### src/rtl/sdram_wide_port.sv
// Bridges one 128-bit request to eight 16-bit Avalon-MM beats (writes) or pipelined reads.
// Optional build macro WIDE_PORT_BE_SKIP_EN: skip write beats whose byte enables are both zero.
module sdram_wide_port (
    input  logic         clk,
    input  logic         reset,
    input  logic [21:0]  req_addr,
    input  logic [15:0]  req_be,
    input  logic         req_read,
    input  logic         req_write,
    input  logic [127:0] req_wrdata,
    output logic         req_ac,
    output logic [127:0] req_rddata,
    output logic [24:0]  avm_address,
    output logic [1:0]   avm_byteenable,
    output logic         avm_read,
    output logic         avm_write,
    output logic [15:0]  avm_writedata,
    input  logic [15:0]  avm_readdata,
    input  logic         avm_readdatavalid,
    input  logic         avm_waitrequest
);

    typedef enum logic [2:0] {
        IDLE     = 3'd0,
        WR_BEAT  = 3'd1,
        RD_ISSUE = 3'd2,
        RD_DRAIN = 3'd3,
        ACK      = 3'd4
    } state_t;

`ifdef WIDE_PORT_BE_SKIP_EN
    localparam logic SKIP_EN = 1'b1;
`else
    localparam logic SKIP_EN = 1'b0;
`endif

    state_t         state_r;
    logic [21:0]    addr_r;
    logic [15:0]    be_r;
    logic [127:0]   wrdata_r;
    logic [2:0]     beat_r;
    logic [2:0]     ret_r;
    logic [111:0]   rdbuf_r;
    logic [3:0]     first_beat_s;
    logic [3:0]     next_beat_s;

    function automatic logic [1:0] beat_be(input logic [15:0] be, input logic [2:0] b);
        return be[{b, 1'b0} +: 2];
    endfunction

    function automatic logic [15:0] beat_data(input logic [127:0] d, input logic [2:0] b);
        return d[{b, 4'b0000} +: 16];
    endfunction

    // First write beat at or after 'from'; value 8 means no beat is left to issue.
    function automatic logic [3:0] next_write_beat(input logic [15:0] be, input logic [3:0] from);
        logic [3:0] nxt;
        nxt = 4'd8;
        if (SKIP_EN) begin
            for (int i = 7; i >= 0; i--) begin
                if ((4'(i) >= from) && (be[2*i +: 2] != 2'b00)) begin
                    nxt = 4'(i);
                end else begin
                    nxt = nxt;
                end
            end
        end else begin
            nxt = from;
        end
        return nxt;
    endfunction

    // Beat selection for the incoming request and for the beat after the current one.
    always_comb begin
        first_beat_s = next_write_beat(req_be, 4'd0);
        next_beat_s  = next_write_beat(be_r, {1'b0, beat_r} + 4'd1);
    end

    // Transaction FSM with all bus and requester outputs registered.
    always_ff @(posedge clk) begin
        if (reset) begin
            state_r        <= IDLE;
            addr_r         <= 22'd0;
            be_r           <= 16'd0;
            wrdata_r       <= 128'd0;
            beat_r         <= 3'd0;
            ret_r          <= 3'd0;
            rdbuf_r        <= 112'd0;
            req_ac         <= 1'b0;
            req_rddata     <= 128'd0;
            avm_address    <= 25'd0;
            avm_byteenable <= 2'b00;
            avm_read       <= 1'b0;
            avm_write      <= 1'b0;
            avm_writedata  <= 16'd0;
        end else begin
            req_ac <= 1'b0;
            case (state_r)
                IDLE: begin
                    if (req_write) begin
                        addr_r   <= req_addr;
                        be_r     <= req_be;
                        wrdata_r <= req_wrdata;
                        if (first_beat_s[3]) begin
                            state_r <= ACK;
                            req_ac  <= 1'b1;
                        end else begin
                            state_r        <= WR_BEAT;
                            beat_r         <= first_beat_s[2:0];
                            avm_write      <= 1'b1;
                            avm_address    <= {req_addr, first_beat_s[2:0]};
                            avm_byteenable <= beat_be(req_be, first_beat_s[2:0]);
                            avm_writedata  <= beat_data(req_wrdata, first_beat_s[2:0]);
                        end
                    end else if (req_read) begin
                        state_r        <= RD_ISSUE;
                        addr_r         <= req_addr;
                        beat_r         <= 3'd0;
                        ret_r          <= 3'd0;
                        avm_read       <= 1'b1;
                        avm_address    <= {req_addr, 3'd0};
                        avm_byteenable <= 2'b11;
                    end else begin
                        state_r <= IDLE;
                    end
                end
                WR_BEAT: begin
                    if (!avm_waitrequest) begin
                        if (next_beat_s[3]) begin
                            state_r        <= ACK;
                            req_ac         <= 1'b1;
                            avm_write      <= 1'b0;
                            avm_byteenable <= 2'b00;
                        end else begin
                            beat_r         <= next_beat_s[2:0];
                            avm_address    <= {addr_r, next_beat_s[2:0]};
                            avm_byteenable <= beat_be(be_r, next_beat_s[2:0]);
                            avm_writedata  <= beat_data(wrdata_r, next_beat_s[2:0]);
                        end
                    end else begin
                        state_r <= WR_BEAT;
                    end
                end
                RD_ISSUE: begin
                    if (avm_readdatavalid) begin
                        rdbuf_r <= {avm_readdata, rdbuf_r[111:16]};
                        ret_r   <= ret_r + 3'd1;
                    end else begin
                        ret_r <= ret_r;
                    end
                    if (!avm_waitrequest) begin
                        if (beat_r == 3'd7) begin
                            state_r        <= RD_DRAIN;
                            avm_read       <= 1'b0;
                            avm_byteenable <= 2'b00;
                        end else begin
                            beat_r      <= beat_r + 3'd1;
                            avm_address <= {addr_r, beat_r + 3'd1};
                        end
                    end else begin
                        beat_r <= beat_r;
                    end
                    // Zero-latency slaves can return the last halfword before the drain phase.
                    if (avm_readdatavalid && (ret_r == 3'd7)) begin
                        state_r        <= ACK;
                        req_ac         <= 1'b1;
                        avm_read       <= 1'b0;
                        avm_byteenable <= 2'b00;
                        req_rddata     <= {avm_readdata, rdbuf_r};
                    end else begin
                        req_rddata <= req_rddata;
                    end
                end
                RD_DRAIN: begin
                    if (avm_readdatavalid) begin
                        rdbuf_r <= {avm_readdata, rdbuf_r[111:16]};
                        ret_r   <= ret_r + 3'd1;
                        if (ret_r == 3'd7) begin
                            state_r    <= ACK;
                            req_ac     <= 1'b1;
                            req_rddata <= {avm_readdata, rdbuf_r};
                        end else begin
                            state_r <= RD_DRAIN;
                        end
                    end else begin
                        state_r <= RD_DRAIN;
                    end
                end
                ACK: begin
                    state_r <= IDLE;
                end
                default: begin
                    state_r   <= IDLE;
                    avm_read  <= 1'b0;
                    avm_write <= 1'b0;
                end
            endcase
        end
    end

endmodule

### config.mk
export PLATFORM = sky130hd
export DESIGN_NAME = sdram_wide_port
export DESIGN_NICKNAME = d
export VERILOG_FILES = /design/src/rtl/sdram_wide_port.sv
export SDC_FILE = /design/constraint.sdc
export NUM_CORES = 1
export LEC_CHECK = 0
export ABC_AREA = 0
export BUFFER_PORTS_ARGS = -buffer_cell sky130_fd_sc_hd__buf_2
export CORE_MARGIN = 2
export CORE_UTILIZATION = 40
export CTS_CLUSTER_DIAMETER = 200
export DETAILED_ROUTE_END_ITERATION = 12
export PLACE_DENSITY_LB_ADDON = 0.1
export SETUP_SLACK_MARGIN = 0.05
export SLEW_MARGIN = 10
export SYNTH_ARGS = -nofsm -noshare
export SYNTH_HDL_FRONTEND = slang
export SYNTH_SLANG_ARGS = --single-unit
### constraint.sdc
create_clock -name clk -period 6.55 [get_ports clk]
set_clock_uncertainty 0.2 [all_clocks]
set_input_delay 1.31 -clock clk [delete_from_list [all_inputs] [get_ports clk]]
set_output_delay 1.31 -clock clk [all_outputs]
set_load 0.01 [all_outputs]
==> impl_metrics.py <==
metrics = {
    "route": {
        "vias": 15800,
        "wire_per_inst_um": 17.0,
        "drc": 0,
        "drtAntennaViolNets": 0,
        "firstDrtPassIters": 5,
        "viasPerCell": 5.11,
        "drt_iter0_drc": 1141,
        "drt-total-wl_um": 52600,
    },
    "yosys": {
        "synth-edff-count": 0,
        "async_flop_share_pct": 0,
        "synth_fa_ha_area_share_pct": 0.283,
        "synthSimpleGateAreaFrac_pct": 21.3,
        "syn_area_per_cell_um2": 8.03,
        "yosys-mux-area-fraction_pct": 5.38,
        "synthFlopType": "dfxtp_1",
        "post_synth_num_cell_types": 53,
        "synth_top_family_by_area": "simple AND/OR/NAND/NOR gates",
        "synthXorXnorAreaFrac_pct": 0.0495,
        "seq_area_frac_synth_pct": 51.8,
        "netlist_instances": 2204,
        "syn_nets": 2396,
        "synth.largest_area_cell": "dfxtp_1",
        "yosys_warnings": 0,
        "synth_top_area_share_pct": 51.8,
        "ys_seq_elements": 458,
        "synth_compound_area_share_pct": 16.6,
        "syn_area_um2": 17700,
        "synth_area_leaders": "dfxtp_1, nand2_1, a21oi_1",
    },
    "placed_design": {
        "place.gp.congestion": 0.813,
        "place.port_buffers": 361,
        "dp_hpwl_um": 34800,
    },
    "sta": {
        "maxSlewViolCount": 0,
        "tightest_slew_ns": 1.05,
        "finalCriticalPeriod_ns": 3.55,
        "final.setup.tns_ns": 0,
        "rsz0062_at_grt": "no",
        "setup_viol": 0,
        "max_freq_ghz": 0.282,
        "post-route-period-util_pct": 54.2,
        "hold_viol": 0,
        "max_slew_margin_pct": 29.5,
    },
    "critical_path": {
        "cp-start-kind": "flop",
        "critical_path_peak_fanout": 93,
        "endpoint_kind": "flop",
        "cp_data_required_time_ns": 6.85,
        "path_class": "flop to flop",
        "arrival_ns": 3.85,
    },
    "final_layout": {
        "fillers": 4489,
        "multi_input_area_um2": 7740,
        "drive_above_1_share_pct": 19.7,
        "mostFrequentLayoutCells": "nand2_1, dfxtp_1, a21oi_1",
        "final_common_cell": "nand2_1",
        "syn_to_final_growth_pct": 20.8,
        "fin_nets": 2649,
        "seq_area_um2": 9170,
        "postLayoutCoreUtil_pct": 48.6,
    },
    "floorplan": {
        "dieArea_um2": 45900,
        "start_util_pct": 40.3,
        "die_h_um": 214,
        "die_w_um": 214,
        "core.rowCount": 77,
        "core-area_um2": 43900,
        "io_pins": 362,
    },
    "clocking": {
        "clk_root_buffer_cell": "clkbuf_16",
        "cts_made_buffers": 49,
        "cts_tree": "yes",
        "clock_path_buffers": 3,
        "clk_latency_ns": 0.58,
        "cts_sinks": 458,
        "cts-htree-levels": 2,
        "clk_pin_slew_ns": 0.06,
        "postCtsSetupBuffers": 0,
        "cts_resized": 0,
        "ctsHoldBuffers": 0,
    },
    "global_route": {
        "grtUsageMet1_pct": 31.8,
        "overflow": 0,
        "grt_busiest_layer": "met2",
        "met3_usage_pct": 4.06,
        "antenna_found_initial": 8,
        "met2_usage_pct": 33.8,
        "grt_max_degree": 158,
        "first_global_vias": 14900,
        "grt_use_total_pct": 22.2,
        "grt_pass1_wl_um": 82500,
    },
    "pwr": {
        "p_leak_nw": 8.24,
        "p_per_area_nw_per_um2": 300,
        "p_total_mw": 6.41,
        "irDropWorstVdd_v": 0.000190,
    },
    "run_status": {
        "status": "complete, no violations",
    },
    "run": {
        "cap_violations": 0,
    },
    "min_path": {
        "min_path_type": "flop to flop",
    },
}
==> registers in the layout, summed over array words and instances (netlist names), 2 cells and up <==
name / count
wrdata_r: 128
req_rddata: 128
be_r: 16
rdbuf_r: 112
addr_r: 22
avm_byteenable: 2
ret_r: 3
avm_writedata: 16
state_r: 3
avm_address: 25
==> power by group <==
group          internal (mW)  leakage (nW)  total [mW]  switching, mW
Clock                   1.70         0.830        2.84           1.13
Sequential              2.90          3.72        2.97         0.0699
Combinational          0.230          3.69       0.611          0.381
==> logic make-up (layout without fill, tap and decap cells) <==
family          count (synthesis)  after routing
compound gates                513            513
xor+xnor                        1              1
fa+ha+maj                       4              4
buf+inv                       187            478
flops                         458            458
mux                            90             90
other cells                     0              6
simple gates                  951            951
==> per-layer routing <==
| layer | up-vias | wire [um] |
|---|---|---|
| li1 | 7852 | - |
| met1 | 7455 | 24900 |
| met2 | 428 | 23500 |
| met3 | 68 | 3140 |
| met4 | 2 | 1090 |
| met5 | - | 16 |
==> final cells by class <==
class / instances / area share (%)
Multi-Input combinational cell: 1559 / 36.2
Sequential cell: 458 / 42.9
Clock buffer: 78 / 7.29
Antenna cell: 6 / 0.0703
Timing Repair Buffer: 383 / 9.34
Inverter: 6 / 0.105
Clock inverter: 11 / 0.539
Tap cell: 592 / 3.47
==> synth_stat cells, types with 3 or more instances <==
| cell type | n |
|---|---|
| nand2_1 | 842 |
| dfxtp_1 | 458 |
| a21oi_1 | 417 |
| clkbuf_1 | 118 |
| mux2i_1 | 86 |
| buf_2 | 50 |
| a22oi_1 | 32 |
| nand3_1 | 31 |
| o211ai_1 | 23 |
| nor2_1 | 22 |
| or3_1 | 22 |
| a311oi_2 | 13 |
| nor3_1 | 7 |
| nor2b_1 | 6 |
| buf_1 | 5 |
| buf_4 | 5 |
| inv_1 | 5 |
| and2_1 | 4 |
| ha_1 | 4 |
| mux4_2 | 4 |
| o21ai_0 | 4 |
| a2bb2oi_1 | 3 |
| buf_6 | 3 |
| nand2b_1 | 3 |
==> metrics by stage <==
step	worst slack (ns)	std cells	area [um^2]	hold WS, ns
after detailed placement	2.50	2998	19700	0.243
final	3.00	3093	21400	0.250
after CTS	2.99	3087	21300	0.252
after global routing	2.67	3089	21300	0.268
after global placement	2.58	2998	19700	0.237
after floorplan	3.67	2204	17700	0.232
==> critical path, cell delays in order (launching register included) <==
cell,delay [ns]
dfxtp_1,0.56
buf_4,0.33
and3b_4,0.68
and2_4,0.89
buf_4,0.50
nand2_1,0.11
a21oi_1,0.14
==> path summary, 6_finish.rpt <==
kind	from	end	slack [ns]	cells past startpoint
worst max-delay path	state_r[2]	req_rddata[114]	3.00	6
worst min-delay path	req_rddata[41]	req_rddata[41]	0.25	2
worst max register to register	state_r[2]	req_rddata[114]	3.00	6
worst min register to register	req_rddata[41]	req_rddata[41]	0.25	2
No activity file was read; power rests on OpenSTA's default activity.
